<file path="config.mk">
export PLATFORM = sky130hd
export DESIGN_NAME = sensor_gate_ctrl
export DESIGN_NICKNAME = d
export VERILOG_FILES = /design/src/rtl/sensor_gate_ctrl.sv
export SDC_FILE = /design/constraint.sdc
export NUM_CORES = 1
export LEC_CHECK = 0
export BUFFER_PORTS_ARGS = -buffer_cell sky130_fd_sc_hd__buf_4
export CORE_MARGIN = 10
export CORE_UTILIZATION = 45
export CTS_CLUSTER_SIZE = 16
export DETAILED_ROUTE_END_ITERATION = 12
export GPL_TIMING_DRIVEN = 0
export PLACE_DENSITY = 0.61
export SETUP_SLACK_MARGIN = 0.2
export SKIP_CTS_REPAIR_TIMING = 1
export SKIP_LAST_GASP = 1
export SLEW_MARGIN = 0
export SYNTH_ARGS = -nofsm -noshare
export SYNTH_HDL_FRONTEND = slang
export SYNTH_SLANG_ARGS = --single-unit
</file>
<file path="constraint.sdc">
create_clock -name clk -period 4.4 [get_ports clk]
set_clock_uncertainty 0.1 [all_clocks]
set_input_delay 1.1 -clock clk [delete_from_list [all_inputs] [get_ports clk]]
set_output_delay 1.1 -clock clk [all_outputs]
set_load 0.05 [all_outputs]
</file>
<file path="src/rtl/sensor_gate_ctrl.sv">
// Per-channel sensor qualification and gate control with hysteresis,
// plus group-active detection, active-channel count and change pulse.
module sensor_gate_ctrl #(
  parameter  int N_SENS   = 10,
  parameter  int N_GRP    = 4,
  parameter  int QUAL_CYC = 4,
  parameter  int HOLD_CYC = 8,
  localparam int CNT_W    = $clog2(N_SENS + 1)
) (
  input  logic                    clk,
  input  logic                    rst_n,
  input  logic                    vdd,
  input  logic [N_SENS-1:0]       sensor,
  input  logic [N_GRP*N_SENS-1:0] grp_mask,
  output logic [N_SENS-1:0]       isg,
  output logic [N_GRP-1:0]        grp_act,
  output logic [CNT_W-1:0]        act_cnt,
  output logic                    chg
);

  // State bit 1 is the gate enable, so isg comes straight off a flop.
  localparam logic [1:0] ST_IDLE    = 2'b00;
  localparam logic [1:0] ST_QUAL    = 2'b01;
  localparam logic [1:0] ST_ACTIVE  = 2'b10;
  localparam logic [1:0] ST_RELEASE = 2'b11;

  localparam logic [7:0] QUAL_LAST = 8'(QUAL_CYC - 1);
  localparam logic [7:0] HOLD_LAST = 8'(HOLD_CYC - 1);

  logic [1:0]        state_p0  [N_SENS];
  logic [1:0]        state_nxt [N_SENS];
  logic [7:0]        cnt_p0    [N_SENS];
  logic [7:0]        cnt_nxt   [N_SENS];
  logic [N_SENS-1:0] isg_p1;
  logic [N_GRP-1:0]  grp_nxt;
  logic [CNT_W-1:0]  pop;

  always_comb begin
    for (int i = 0; i < N_SENS; i++) begin
      state_nxt[i] = state_p0[i];
      cnt_nxt[i]   = cnt_p0[i];
      if (!vdd) begin
        state_nxt[i] = ST_IDLE;
        cnt_nxt[i]   = '0;
      end else begin
        case (state_p0[i])
          ST_IDLE: begin
            if (sensor[i]) begin
              state_nxt[i] = ST_QUAL;
              cnt_nxt[i]   = '0;
            end
          end
          ST_QUAL: begin
            if (!sensor[i]) begin
              state_nxt[i] = ST_IDLE;
              cnt_nxt[i]   = '0;
            end else if (cnt_p0[i] == QUAL_LAST) begin
              state_nxt[i] = ST_ACTIVE;
              cnt_nxt[i]   = '0;
            end else begin
              cnt_nxt[i] = cnt_p0[i] + 8'd1;
            end
          end
          ST_ACTIVE: begin
            if (!sensor[i]) begin
              state_nxt[i] = ST_RELEASE;
              cnt_nxt[i]   = '0;
            end
          end
          default: begin
            if (sensor[i]) begin
              state_nxt[i] = ST_ACTIVE;
              cnt_nxt[i]   = '0;
            end else if (cnt_p0[i] == HOLD_LAST) begin
              state_nxt[i] = ST_IDLE;
              cnt_nxt[i]   = '0;
            end else begin
              cnt_nxt[i] = cnt_p0[i] + 8'd1;
            end
          end
        endcase
      end
    end
  end

  // Stage p0: channel FSMs
  always_ff @(posedge clk or negedge rst_n) begin
    if (!rst_n) begin
      for (int i = 0; i < N_SENS; i++) begin
        state_p0[i] <= ST_IDLE;
        cnt_p0[i]   <= '0;
      end
    end else begin
      for (int i = 0; i < N_SENS; i++) begin
        state_p0[i] <= state_nxt[i];
        cnt_p0[i]   <= cnt_nxt[i];
      end
    end
  end

  always_comb begin
    for (int i = 0; i < N_SENS; i++) begin
      isg[i] = state_p0[i][1];
    end
  end

  always_comb begin
    pop = '0;
    for (int i = 0; i < N_SENS; i++) begin
      pop = pop + CNT_W'(isg[i]);
    end
  end

  // An empty mask must never report the group as active.
  always_comb begin
    for (int g = 0; g < N_GRP; g++) begin
      grp_nxt[g] = (|grp_mask[g*N_SENS +: N_SENS]) &&
                   ((isg & grp_mask[g*N_SENS +: N_SENS]) == grp_mask[g*N_SENS +: N_SENS]);
    end
  end

  // Stage p1: summary flags derived from the gate register
  always_ff @(posedge clk or negedge rst_n) begin
    if (!rst_n) begin
      isg_p1  <= '0;
      grp_act <= '0;
      act_cnt <= '0;
      chg     <= 1'b0;
    end else begin
      isg_p1  <= isg;
      grp_act <= grp_nxt;
      act_cnt <= pop;
      chg     <= |(isg ^ isg_p1);
    end
  end

endmodule
</file>
# [After elaboration in Yosys (flattened, before gate mapping)]
# Cells that the tools add are included.
[classes] bitwise=5 n_addsub=19 n_reduce_logical=39 muxes=160 eq_ne=84
[ops] op="two-way mux 8 bit" n=70
[ops] op="one-hot mux 8 bit (3 select lines)" n=10
[ops] op="two-way mux 2 bit" n=70
[ops] op="adder 8 x 1 -> 8 bit, second input constant" n=10
[ops] op="== test 8 x 2 -> 1 bit, second input constant" n=10
[ops] op="== test 8 x 3 -> 1 bit, second input constant" n=10
[ops] op="inequality test 3 bit, second input constant" n=20
[ops] op="one-hot mux 2 bit (3 select lines)" n=10
[ops] op="inequality test 5 x 1 -> 1 bit, second input constant" n=10
[ops] op="OR reduction 10 bit" n=5
[ops] op="AND 10 bit" n=4
[ops] op="== test 10 bit" n=4
[ops] op="inequality test 4 bit, second input constant" n=10
[ops] op="AND reduction 4 bit" n=10
[ops] op="adder 4 x 1 -> 4 bit" n=6
[ops] op="== test 2 x 1 -> 1 bit, second input constant" n=10
[ops] op="== test 2 bit, second input constant" n=10
[ops] op="zero test 2 bit" n=10
[ops] op="AND reduction 2 bit" n=10
[ops] op="XOR 10 bit" n=1
[ops] op="adder 3 x 1 -> 4 bit" n=1
[ops] op="logical AND 1 bit" n=4
[ops] op="adder 2 x 1 -> 3 bit" n=1
[ops] op="adder 1 x 1 -> 2 bit" n=1
[totals] word_cells=331 register_bits=119 out_inout_bits=19 in_bits=53

# [Logic depth before layout (Yosys ltp)]
# Gate-level depths: netlist of run 1.
[depth] depth_word=9 ltp_mapped=10 mapped_depth_nobuf=9

# [Worst setup path after synthesis of run 1]
# Ideal clock, no wire load.
[synth_path] path_kind="register -> register" start="register state_p0, in the netlist isg[1]" end="register act_cnt[2]" path_slack_ps=1242 synth_period_minus_slack_ps=3158 t_arrival_ps=2934 path_buffers=1 setup_time_ps=124 required_time_ps=4176 stages_incl_launch_ff=11 cell_sequence="dfrtp_1 > clkbuf_1 > inv_1 > fa_1 > fa_1 > fa_1 > inv_1 > ha_1 > inv_1 > fa_1 > xor2_1"
[synth_between] elab_chain_cells=9
[synth_rtl] element="from (decl)" line_no="30" source="logic [1:0] state_p0 [N_SENS];"
[synth_rtl] element="from (signal, indexed assignment)" line_no="95" source="state_p0[i] <= state_nxt[i];"
[synth_rtl] element="adder 1 x 1 -> 2 bit" line_no="110" source="pop = pop + CNT_W'(isg[i]);"
[synth_rtl] element="adder 2 x 1 -> 3 bit" line_no="110"
[synth_rtl] element="adder 3 x 1 -> 4 bit" line_no="110"
[synth_rtl] element="adder 4 x 1 -> 4 bit (6 in series)" line_no="110"
[synth_rtl] element="net pop[2]" line_no="36" source="logic [CNT_W-1:0] pop;"
[synth_rtl] element="to (signal assigned)" line_no="132" source="act_cnt <= pop;"
[synth_rtl] element="to (decl)" line_no="17" source="output logic [CNT_W-1:0] act_cnt,"
# The timed path passes the listed nets, and every way through them passes these cells.
# A chain may end at the register's enable or synchronous reset.

# [Worst setup path in the final report of run 1]
[layout_path] start="register state_p0, in the netlist isg[0]" end="register act_cnt[2]"
# Same word-level chain as after synthesis.

==> metrics, run 1 <==
clk_lat worst skew 0.42 ns; layout cell share with drive strength beyond 1 15.7%; Unique masters post-synth 65; vias per inst a little under 6; Flop pwr share ~40%; multi-input logic area 0.00364 mm2; Longest Clk Path Bufs 2; row count 45; antenna fix cells 0; crit path max fanout 7; Die X 144 um; post-route DRC violation count 0; Pint approximately 2.2 mW; boundary pin count 72; Power Dens Cells ~360 mW/mm2; GR Layer Usage met1 22.5%; Post-synth top flop dfrtp_1; critical path type flop to flop; Clock Power Share 43.3%; global route overflow 0; relative slew slack between 30% and 40%; Die Y around 140 um; DR WL/cell between 15 and 20 um; Antenna Nets Post-Route 0; Slowest-stage cell, CP fa_1; largest net degree at the start of global routing a little over 70; cell leakage power 3.90 nW; Synth-to-Final Area Change 19.4%; FF+latch count, synth ~120; Vias approximately 6100; Routed WL approximately 18000 um; Least-Margin Pin Slew between 0.9 and 1 ns; Root Buffer clkbuf_16; synthesized area per cell 9.23 um2; Post-Synthesis Cells 750; Core Region about 0.015 mm2; CTS Sinks between 100 and 150; Final #Nets ~910; Slew Viols, Final 0; async set-reset flop share out of synthesis 100%; Register Area between 0.002 and 0.003 mm2; first-pass GRT wire length approximately 30000 um; crit share post-route between 80% and 90%; RSZ-0062 raised after global routing false; Seq/Total Area, Yosys 43.0%; placed cell areas between 0.007 and 0.008 mm2; Die ar. 0.0207 mm2; DPL Wire Length roughly 13000 um; antenna violations before repair 0; Switching Fraction approximately 28%; clock slew at reported path FFs 0.05 ns; most crowded layer after global routing met2; hold crit path type flop to flop; Layout Utilization a little over half; Synth Cell Area between 0.006 and 0.007 mm2; peak supply drop 0.000289 V; Post-synth EDFFs 0; fmax about 280 MHz; Crit. End Element flop; type of origin of the critical path flop; syn_nets 821; Initial DRT Pass Iterations 5; Required @ worst endpoint ~4.6 ns; max_cap viols 0; filler cell count 1342; setup TNS 0 ns; M2 GR Usage 28.1%; crit path cell chain clkbuf_1, inv_1, fa_1, fa_1, fa_1, inv_1, ha_1, inv_1, fa_1, xor2_1; setup violators final 0; H-tree levels 4; Gate power share between 10% and 20%; critical path arrival about 3.8 ns; Iteration-0 DRC Markers between 400 and 500; status completed; NetSw between 800 and 900 uW; PortBufs 70; total CTS buffers 17; CP peak stage delay ~0.56 ns; final instance area 0.00827 mm2; min Tclk post-route between 3 and 4 ns; vias in the first global route 5899; Fin. Hold Viols 0; Yosys Warn Count 0; met3 global-route usage ~5.7%; Placer Congestion a little under 0.9; Starting Density ~46%; total track usage 17.9%; cell mode on critical path fa_1; TritonCTS clock tree yes
[metrics by stage]
step | power [mW] | std cells | hold WS [ns] | setup slack [ns]
after floorplan | 1.52 | 750 | 0.273 | 1.24
after global placement | 1.71 | 1008 | 0.286 | 0.853
after detailed placement | 1.72 | 1009 | 0.289 | 0.797
after CTS | 3.04 | 1039 | 0.304 | 0.784
after global routing | 3.16 | 1039 | 0.331 | 0.630
final | 3.01 | 1039 | 0.304 | 0.806
[cell families (layout without fill, tap and decap cells)]
kind of cell / Yosys count / after routing / share of synthesized area, %
xor gates and xnor gates: 38 / 38 / 5.03
muxes: 5 / 5 / 0.759
AOI/OAI and AO/OA: 215 / 215 / 21.0
adders and majority gates: 18 / 18 / 3.91
buffers and inverters: 67 / 168 / 4.36
and+or+nand+nor: 288 / 288 / 22.0
DFF: 119 / 119 / 43.0
[metal layers]
layer	share of wire [%]	routed length, um	vias up
met3	7.1	1290	36
met1	44	8000	2983
li1	-	-	2924
met2	47	8450	148
met5	0	0	-
met4	2.3	420	0
[worst max-delay path, delay by kind of cell, from the launching register on]
| family | cells | cell delay, ns |
|---|---|---|
| XOR/XNOR | 1 | 0.26 |
| adder cells (fa/ha/maj) | 5 | 2.05 |
| buffers and inverters | 4 | 0.70 |
| flip-flops | 1 | 0.38 |
[cell usage in the layout (no fill, tap or decap), types with 5 or more instances in the layout]
cell type,synthesis,final
nand2_1,59,59
nor2_1,50,50
and2_1,7,7
xnor2_1,11,11
fa_1,6,6
a31oi_1,26,26
nor2b_1,9,9
xor2_1,25,25
a211o_1,6,6
ha_1,12,12
nor3_1,18,18
o31ai_1,5,5
inv_1,32,32
buf_4,10,79
clkbuf_1,12,17
clkbuf_8,0,5
clkbuf_16,0,17
dfrtp_1,119,119
nand3b_1,10,10
a22o_1,25,25
a21o_1,19,19
nor4_1,11,11
or3_1,6,6
a221oi_1,8,8
a21oi_1,51,51
buf_2,9,9
nand2b_1,22,22
nand3_1,40,40
o21ai_0,36,36
nor3b_1,8,8
and3_1,22,22
nand4_1,9,9
[cell usage after synthesis (9+ instances only)]
master | count | area, um2
a31oi_1 | 26 | 163
and3_1 | 22 | 138
clkbuf_1 | 12 | 45.0
xor2_1 | 25 | 219
buf_4 | 10 | 75.1
ha_1 | 12 | 150
dfrtp_1 | 119 | 2980
nor2_1 | 50 | 188
a22o_1 | 25 | 219
buf_2 | 9 | 45.0
nand2b_1 | 22 | 138
nor2b_1 | 9 | 56.3
inv_1 | 32 | 120
a21oi_1 | 51 | 255
nand4_1 | 9 | 56.3
xnor2_1 | 11 | 96.3
nor3_1 | 18 | 90.1
a21o_1 | 19 | 143
nand3b_1 | 10 | 75.1
o21ai_0 | 36 | 180
nand3_1 | 40 | 200
nand2_1 | 59 | 221
nor4_1 | 11 | 68.8
[layout make-up]
| cell class | count | share of cell area, % |
|---|---|---|
| Buffer | 33 | 2.10 |
| Clock buffer | 27 | 6.21 |
| Clock inverter | 3 | 0.484 |
| Inverter | 34 | 1.54 |
| Multi-Input combinational cell | 564 | 44.1 |
| Sequential cell | 119 | 36.0 |
| Tap cell | 188 | 2.85 |
| Timing Repair Buffer | 71 | 6.74 |
[power by group through the flow]
stage	clock [mW]	sequential, mW	combinational [mW]
after floorplan	0	1.24	0.279
after global placement	0	1.21	0.500
after detailed placement	0	1.21	0.515
after CTS	1.34	1.19	0.517
after global routing	1.39	1.19	0.569
final	1.30	1.19	0.517
[worst paths after layout]
check / from / end / slack, ns / cells past startpoint
setup / recovery: isg[0] / act_cnt[2] / 0.81 / 10
hold / removal: isg[1] / isg_p1[1] / 0.30 / 0
setup reg to reg: isg[0] / act_cnt[2] / 0.81 / 10
hold reg to reg: isg[1] / isg_p1[1] / 0.30 / 0
max in group asynchronous: rst_n / cnt_p0[17] / 2.98 / 2
min in group asynchronous: rst_n / cnt_p0[77] / 0.52 / 1
[sequential cells by signal, summed over array words and instances (netlist names)]
signal	flops
act_cnt	4
chg	1
cnt_p0	80
grp_act	4
isg	10
isg_p1	10
state_p0	10
(Power assumes the default switching activity.)
==> inputs of run 2 (changes only) <==
--- a/config.mk
+++ b/config.mk
@@ -5,13 +5,14 @@
 export SDC_FILE = /design/constraint.sdc
 export NUM_CORES = 1
 export LEC_CHECK = 0
+export ABC_AREA = 1
 export BUFFER_PORTS_ARGS = -buffer_cell sky130_fd_sc_hd__buf_4
 export CORE_MARGIN = 10
 export CORE_UTILIZATION = 45
 export CTS_CLUSTER_SIZE = 16
 export DETAILED_ROUTE_END_ITERATION = 12
 export GPL_TIMING_DRIVEN = 0
-export PLACE_DENSITY = 0.61
+export PLACE_DENSITY = 0.6
 export SETUP_SLACK_MARGIN = 0.2
 export SKIP_CTS_REPAIR_TIMING = 1
 export SKIP_LAST_GASP = 1
==> constraint.sdc (replaced) <==
create_clock -name clk -period 3.55 [get_ports clk]
set_clock_uncertainty 0.1 [all_clocks]
set_input_delay 0.8875 -clock clk [delete_from_list [all_inputs] [get_ports clk]]
set_output_delay 0.8875 -clock clk [all_outputs]
set_load 0.05 [all_outputs]
==> run 2 against run 1 <==
Compared with the run above: utilization fell by 0.056 points; non-clock buffer count fell by 3; global-route usage rose by 0.22 points; clock-buffer cell count fell by 5; synthesized cell count rose by 45%; sequential share of layout area fell by 4.2 points; critical path type unchanged; critical endpoint unchanged; largest cell class unchanged.
==> metrics, run 2 <==
Least-Margin Pin Slew 0.487 ns (-0.420 ns); Crit. End Element flop; Seq/Total Area, Yosys 38.0% (-5.1 points); largest family of logic cells by synthesized area simple AND/OR/NAND/NOR gates; Vias 7400 (+21%); layout cell share with drive strength beyond 1 15.4% (-0.30 points); Synth top area share 38.0% (-5.1 points); count leader, synth nand2_1; largest area contributor in the netlist dfrtp_1; clk_lat worst skew 0.42 ns (about the same); first-pass GRT wire length 35000 um (+18%); post-synthesis simple-gate area fraction 34.0% (+12 points); Gate power share 28.9% (+12 points); DR WL/cell 15.1 um (-14%); type of origin of the critical path flop; Initial DRT Pass Iterations 5 (unchanged); total CTS buffers 17 (unchanged); Synth-to-Final Area Change 19.4% (about the same); row count 48 (+6.7%); Root Buffer clkbuf_16; crit path max fanout 8 (+1); commonest non-fill, non-tap cell in the layout nand2_1; Place WS 0.177 ns (-0.620 ns); setup TNS 0 ns (unchanged); Pint 3.40 mW (+56%); clock slew at reported path FFs 0.06 ns (about the same); Core Region 0.0172 mm2 (+13%); Fin. Hold Viols 0 (unchanged); boundary pin count 72 (unchanged); fmax 306 MHz (+10%); Starting Density 45.7% (about the same); vias in the first global route 7059 (+20%); hold crit path type primary input to async pin; critical path arrival 3.46 ns (-0.34 ns); H-tree levels 4 (unchanged); status completed; Die X 152 um (+5.6%); Final #Nets 1244 (+37%); Unique masters post-synth 53 (-18%); crit share post-route 92.0% (+10 points); vias per inst 5.25 (-10%); Iteration-0 DRC Markers 396 (-13%); TritonCTS clock tree yes; min Tclk post-route 3.27 ns (-0.328 ns); Placer Congestion 0.871 (-0.23%); antenna violations before repair 0 (unchanged); peak supply drop 0.000370 V (+28%); relative slew slack 67.3% (+28 points); max_cap viols 0 (unchanged); post-route DRC violation count 0 (unchanged); Pwr Total 5.14 mW (+71%); largest net degree at the start of global routing 73 (+1.4%); Synth area leaders dfrtp_1, nand2_1, nand3_1; NetSw 1.75 mW (+110%); Post-Synthesis Cells 1084 (+45%); Slew Viols, Final 0 (unchanged); Synth Area in Compound Gates 12.1% (-8.8 points); Flop pwr share 32.7% (-6.8 points); Die ar. 0.0231 mm2 (+11%); Adder-Cell Fraction of Synth Area 3.45% (-0.46 points); Power Dens Cells 549 mW/mm2 (+51%); Switching Fraction 34.0% (+6.1 points); Die Y 152 um (+5.6%); Post-synth top flop dfrtp_1; RSZ-0062 raised after global routing false; number of flip-flops under the largest register name 80 (unchanged); Clock Power Share 38.5% (-4.8 points); placed cells 1377 (+36%); multiplexer share of the synthesized area 0.144% (-0.62 points); Longest Clk Path Bufs 2 (unchanged); Top reg by flops cnt_p0; critical path type flop to flop; synthesized area per cell 7.23 um2 (-22%); setup ws final 0.283 ns (-0.522 ns); syn_nets 1155 (+41%); XOR/XNOR Fraction of Synth Area 2.46% (-2.6 points); commonest cells in the synthesized netlist nand2_1, inv_1, dfrtp_1, nand3_1, nor2_1; global route overflow 0 (unchanged); DPL Wire Length 15500 um (+18%); Layout Utilization 54.5% (-0.056 points); Antenna Nets Post-Route 0 (unchanged); Post-synth EDFFs 0 (unchanged); Yosys Warn Count 0 (unchanged); PortBufs 67 (-4.3%); most frequent cells in the layout nand2_1, inv_1, dfrtp_1, nor2_1, nand3_1; setup violators final 0 (unchanged); CTS Sinks 119 (unchanged); Routed WL 21300 um (+17%); total track usage 18.1% (+0.22 points); cell leakage power 4.65 nW (+19%); antenna fix cells 0 (unchanged); async set-reset flop share out of synthesis 100% (unchanged); FF+latch count, synth 119 (unchanged); Required @ worst endpoint 3.74 ns (-0.87 ns); Synth Cell Area 0.00784 mm2 (+13%); final std cells w/o fill 1410 (+36%)
-- run 2: cell types whose count changed in the layout (fill, tap and decap cells not counted), sizes merged, moves of 19 or more --
cell and delta:
nand2 +237, inv +106, nand3 +72, nor2 +67, nand2b -22, a31oi -21, and3 -21, a21o -19
-- run 2: kinds of logic after synthesis --
| family | Yosys count |
|---|---|
| compound gates | 161 |
| xor+xnor | 22 |
| fa+ha+maj | 18 |
| buf+inv | 171 |
| flops | 119 |
| mux | 1 |
| simple gates | 592 |
-- run 2: routing by layer --
metal | global-route usage (%) | up-vias | share of wire, %
li1 | - | 3727 | -
met1 | 23.1 | 3458 | 46
met2 | 29.3 | 188 | 47
met3 | 4.66 | 27 | 5.5
met4 | 6.01 | 0 | 2.1
met5 | 0 | - | 0
-- run 2: final cells by class --
type | instances | area (um2)
clock buffers | 22 | 474
multi-input cells | 794 | 4100
repair buffers | 70 | 549
plain buffers | 31 | 246
fillers | 1682 | 7810
well taps | 225 | 282
flip-flops and latches | 119 | 2980
clock inverters | 9 | 195
inverters | 140 | 541
-- run 2: final timing paths --
path / startpoint / end / slack (ns) / cells after the start
min in group clk: isg[8] / isg_p1[8] / 0.32 / 0
setup / recovery: isg[3] / act_cnt[2] / 0.28 / 10
max in group asynchronous: rst_n / cnt_p0[65] / 2.33 / 2
setup reg to reg: isg[3] / act_cnt[2] / 0.28 / 10
hold reg to reg: isg[8] / isg_p1[8] / 0.32 / 0
hold / removal: rst_n / cnt_p0[45] / 0.29 / 1
-- run 2: power groups by stage --
stage	sequential [mW]	clock, mW	combinational [mW]
2_1_floorplan	1.71	0	0.958
3_3_place_gp	1.70	0	1.45
3_5_place_dp	1.70	0	1.47
4_1_cts	1.68	2.01	1.48
5_1_grt	1.71	2.07	1.66
6_report	1.68	1.98	1.48
-- run 2: per-stage QoR --
stage | cell area (um2) | hold slack (ns)
final | 9360 | 0.290
after global routing | 9360 | 0.316
after CTS | 9330 | 0.315
after detailed placement | 8660 | 0.318
after global placement | 8630 | 0.324
after floorplan | 7840 | 0.270
-- run 2: critical path, stage by stage, from the launching register on --
cell and delay [ns]:
dfrtp_1 0.38, buf_4 0.19, inv_6 0.08, fa_1 0.52
fa_1 0.56, fa_1 0.41, inv_1 0.06, ha_1 0.17
inv_1 0.07, fa_1 0.40, xor2_2 0.20
